<file path="src/rtl/lfsr_galois_gen.sv">
// Galois LFSR pattern generator: STEP sub-steps per advance, dout/out_valid one cycle after accepted shift_en.
// Backpressure: while out_valid && !out_ready the state, dout and adv_cnt hold and shift_en is ignored.
module lfsr_galois_gen #(
  parameter int              WIDTH = 16,
  parameter logic [WIDTH-1:0] POLY = 16'h6801,
  parameter logic [WIDTH-1:0] SEED = 16'hACE1,
  parameter                  DIR   = "MSB",
  parameter int              STEP  = 1,
  parameter int              CNT_W = 32
) (
  input  logic             clk,
  input  logic             rst,
  input  logic             load,
  input  logic [WIDTH-1:0] seed_in,
  input  logic             shift_en,
  input  logic [STEP-1:0]  din,
  output logic             out_valid,
  input  logic             out_ready,
  output logic [STEP-1:0]  dout,
  output logic [WIDTH-1:0] state,
  output logic             lockup,
  output logic             wrap,
  output logic [CNT_W-1:0] adv_cnt
);

  localparam bit DIR_LSB = (DIR == "LSB");

  logic [WIDTH-1:0] seed_reg;
  logic [WIDTH-1:0] s_chain;
  logic [WIDTH-1:0] nxt;
  logic [STEP-1:0]  o_bits;
  logic             nxt_zero;
  logic             adv;

  // Chain of single-bit Galois steps; din[i] is injected in sub-step i.
  always_comb begin
    s_chain = state;
    o_bits  = '0;
    for (int i = 0; i < STEP; i++) begin
      o_bits[i] = DIR_LSB ? s_chain[0] : s_chain[WIDTH-1];
      s_chain   = (DIR_LSB ? (s_chain >> 1) : (s_chain << 1))
                ^ ({WIDTH{o_bits[i] ^ din[i]}} & POLY);
    end
  end

  assign nxt_zero = (s_chain == '0);
  assign nxt      = nxt_zero ? SEED : s_chain;
  assign adv      = shift_en && !load && (!out_valid || out_ready);

  always_ff @(posedge clk or posedge rst) begin
    if (rst) begin
      state     <= SEED;
      seed_reg  <= SEED;
      out_valid <= 1'b0;
      dout      <= '0;
      lockup    <= 1'b0;
      wrap      <= 1'b0;
      adv_cnt   <= '0;
    end else begin
      lockup <= 1'b0;
      wrap   <= 1'b0;
      if (load) begin
        // A zero seed would lock the register up, so it is replaced by SEED.
        if (seed_in == '0) begin
          state    <= SEED;
          seed_reg <= SEED;
          lockup   <= 1'b1;
        end else begin
          state    <= seed_in;
          seed_reg <= seed_in;
        end
        out_valid <= 1'b0;
        adv_cnt   <= '0;
      end else if (adv) begin
        state     <= nxt;
        dout      <= o_bits;
        out_valid <= 1'b1;
        lockup    <= nxt_zero;
        wrap      <= (nxt == seed_reg);
        if (adv_cnt != '1)
          adv_cnt <= adv_cnt + CNT_W'(1);
      end else if (out_valid && out_ready) begin
        out_valid <= 1'b0;
      end
    end
  end

endmodule

</file>
<file path="config.mk">
export PLATFORM = sky130hd
export DESIGN_NAME = lfsr_galois_gen
export DESIGN_NICKNAME = d
export VERILOG_FILES = /design/src/rtl/lfsr_galois_gen.sv
export SDC_FILE = /design/constraint.sdc
export NUM_CORES = 1
export LEC_CHECK = 0
export BUFFER_PORTS_ARGS = -buffer_cell sky130_fd_sc_hd__buf_2
export CAP_MARGIN = 5
export CORE_UTILIZATION = 35
export CTS_BUF_LIST = sky130_fd_sc_hd__clkbuf_8 sky130_fd_sc_hd__clkbuf_16
export DETAILED_ROUTE_END_ITERATION = 7
export GPL_ROUTABILITY_DRIVEN = 0
export GPL_TIMING_DRIVEN = 0
export MAX_ROUTING_LAYER = met4
export PLACE_DENSITY = 0.63
export SLEW_MARGIN = 20
export SYNTH_ARGS = -nofsm -noshare
export SYNTH_HDL_FRONTEND = slang
export SYNTH_SLANG_ARGS = --single-unit
</file>
<file path="constraint.sdc">
create_clock -name clk -period 2.27 [get_ports clk]
set_clock_uncertainty 0.05 [all_clocks]
set_input_delay 0.454 -clock clk [delete_from_list [all_inputs] [get_ports clk]]
set_output_delay 0.454 -clock clk [all_outputs]
set_load 0.1 [all_outputs]
</file>
==> flow_metrics.env <==
export IMPL_clk_pin_slew_worst_paths_ns=0.08
export IMPL_ys_types=53
export IMPL_drv_cap=0
export IMPL_p_switching_mw=1.14
export IMPL_drt_pass1_iter_count=6
export IMPL_max_clock_path_buffers=2
export IMPL_synthArstFlopShare=1.00
export IMPL_setup_violations_final=0
export IMPL_synth_most_common_cell="dfrtp_1"
export IMPL_synthTopCellsByArea="dfrtp_1 (34%), dfstp_2 (11%), nand2_1 (3.7%), o21ai_0 (3.4%), o31ai_1 (3.3%)"
export IMPL_arrival_ns=2.36
export IMPL_end_kind="flip-flop"
export IMPL_io_pins=74
export IMPL_critPathMaxFanout=8
export IMPL_grtUsageTotal=0.220
export IMPL_post_route_period_util=0.966
export IMPL_p_comb_frac=0.228
export IMPL_numClockSinks=68
export IMPL_drv_slew=0
export IMPL_yosys_area_top_type="dfrtp_1"
export IMPL_hp_class="in -> reg"
export IMPL_fp_row_count=38
export IMPL_ys_seq_elements=68
export IMPL_drc_errors=0
export IMPL_drive_above_1_share=0.398
export IMPL_wl_um=11600
export IMPL_via_count=3763
export IMPL_syn_cell_area_um2=3870
export IMPL_ir_worst_vdd_uv=388
export IMPL_vias_per_cell=5.81
export IMPL_powerDensity_nw_per_um2=661
export IMPL_multi_input_area_um2=2110
export IMPL_antenna_found_initial=0
export IMPL_avgSynthCellArea_um2=9.39
export IMPL_n_antenna_cell=0
export IMPL_p_sw_frac=0.351
export IMPL_drt_initial_drc_count=196
export IMPL_grt_pass1_vias=3679
export IMPL_die_x_um=107
export IMPL_die_area_um2=11500
export IMPL_placed_area_um2=4550
export IMPL_synth_top_cell_area_share=0.336
export IMPL_cp_start_kind="flip-flop"
export IMPL_ys_warn_count=0
export IMPL_io_buffers=73
export IMPL_grt_pass1_wl_um=19000
export IMPL_wl_per_cell_um=18.0
export IMPL_layout_nets=526
export IMPL_fillers=1038
export IMPL_worstPathRequired_ns=2.44
export IMPL_p_seq_frac=0.433
export IMPL_grt_overflow=0
export IMPL_syn_to_final_growth_pct=27.2
export IMPL_hpwl_um=8230
export IMPL_largest_reg_flops=32
export IMPL_period_minus_slack_ns=2.19
export IMPL_initial_core_util=0.358
export IMPL_final_area_um2=4920
export IMPL_rsz0062_at_grt="false"
export IMPL_finalHoldViolCount=0
export IMPL_p_int_mw=2.11
export IMPL_cts_tree="yes"
export IMPL_grt_start_max_net_pins=56
export IMPL_p_clk_frac=0.338
export IMPL_layout_setup_ws_ns=0.0771
export IMPL_core_um2=10800
export IMPL_status="finished, final reports clean"
export IMPL_cts_root_buf="clkbuf_8"
export IMPL_max_freq_mhz=456
export IMPL_synth_common_cells="dfrtp_1 (52), nand2_1 (38), o21ai_0 (26)"
export IMPL_cts_max_level=3
export IMPL_netlist_instances=412
export IMPL_dpl_worst_slack_ns=-0.364
export IMPL_register_area_um2=1780
export IMPL_cts_made_buffers=9
export IMPL_syn_num_nets=435
export IMPL_yosysSeqAreaShare=0.445
export IMPL_p_leak_nw=2.03
export IMPL_hold_slack_ns=0.296
export IMPL_clk_insertion_delay_late_ns=0.35
export IMPL_die_height_um=107
export IMPL_worst_slew_pin_slew_ns=0.737
export IMPL_ant_nets=0
export IMPL_relSlewSlack=0.509
export IMPL_critPathKind="reg -> reg"
export IMPL_ys_flop_type="dfrtp_1"
export IMPL_synth_edf_count=0
-- layout make-up --
type,instances,area share
well taps,140,0.0356
plain buffers,21,0.0211
flip-flops and latches,68,0.361
clock inverters,7,0.0186
multi-input cells,301,0.429
clock buffers,9,0.0252
repair buffers,83,0.0941
inverters,19,0.0150
-- worst paths after layout --
path,startpoint,end,slack (ns),cells past startpoint
setup / recovery,state[10],wrap,0.08,6
hold / removal,seed_in[2],state[2],0.30,3
setup reg to reg,state[10],wrap,0.08,6
hold reg to reg,dout,dout,0.46,1
max in group asynchronous,rst,seed_reg[15],1.06,4
min in group asynchronous,rst,state[1],0.51,3
-- metrics by stage --
step | total power [mW] | instances | util | TNS (ns)
5_1_grt | 3.39 | 648 | 0.456 | 0
3_3_place_gp | 2.13 | 625 | 0.419 | -59.69
6_report | 3.25 | 648 | 0.456 | 0
2_1_floorplan | 1.96 | 412 | - | -5.41
4_1_cts | 3.28 | 649 | 0.452 | 0
3_5_place_dp | 2.14 | 626 | 0.422 | -5.99
-- placed cells by master, fill, tap and decap left out, drive strengths merged, types with 12 or more instances in the layout --
master	n
buf	87
dfrtp	52
nand2	38
o21ai	26
clkbuf	25
a21oi	23
nor2	21
nor4	20
inv	19
nand3	18
o31ai	17
dfstp	16
or4	15
o22a	13
mux2	12
-- layer usage --
layer | GRT usage | up-vias | routed length, um
met4 | 0.0744 | 0 | 274
li1 | - | 1721 | -
met2 | 0.354 | 160 | 5760
met1 | 0.269 | 1856 | 4860
met3 | 0.0541 | 26 | 749
met5 | - | - | 0
-- power by group through the flow --
stage / combinational [mW] / clock (mW) / sequential [mW]
floorplan: 0.254 / 0 / 1.71
global placement: 0.707 / 0 / 1.42
detailed placement: 0.722 / 0 / 1.42
CTS: 0.733 / 1.14 / 1.40
global route: 0.789 / 1.18 / 1.42
finish: 0.743 / 1.10 / 1.41
-- critical path, stage by stage (launching register included) --
cell and delay (ns):
dfstp_4 0.47, clkbuf_2 0.19, nor4_4 0.30, and4_4 0.31, mux2i_1 0.25, o221ai_1 0.17, a2111oi_2 0.33
-- cell families (layout without fill, tap and decap cells) --
| family | count (synthesis) | after routing | share of synthesized area |
|---|---|---|---|
| AND/OR/NAND/NOR | 167 | 167 | 0.246 |
| AO/OA/AOI/OAI | 101 | 101 | 0.173 |
| flip-flops | 68 | 68 | 0.445 |
| buffers and inverters | 43 | 139 | 0.0446 |
| multiplexers | 19 | 19 | 0.0550 |
| XOR/XNOR | 13 | 13 | 0.0330 |
| adder cells (fa/ha/maj) | 1 | 1 | 0.00323 |
-- what timing repair did --
action,in CTS,in global routing
hold buffers,1,0
setup endpoints to repair,6,20
endpoints found under the hold margin,6,0
resized for setup,13,12
pin swaps,3,3
buffers inserted,7,1
No activity file was read; power rests on OpenSTA's default activity.
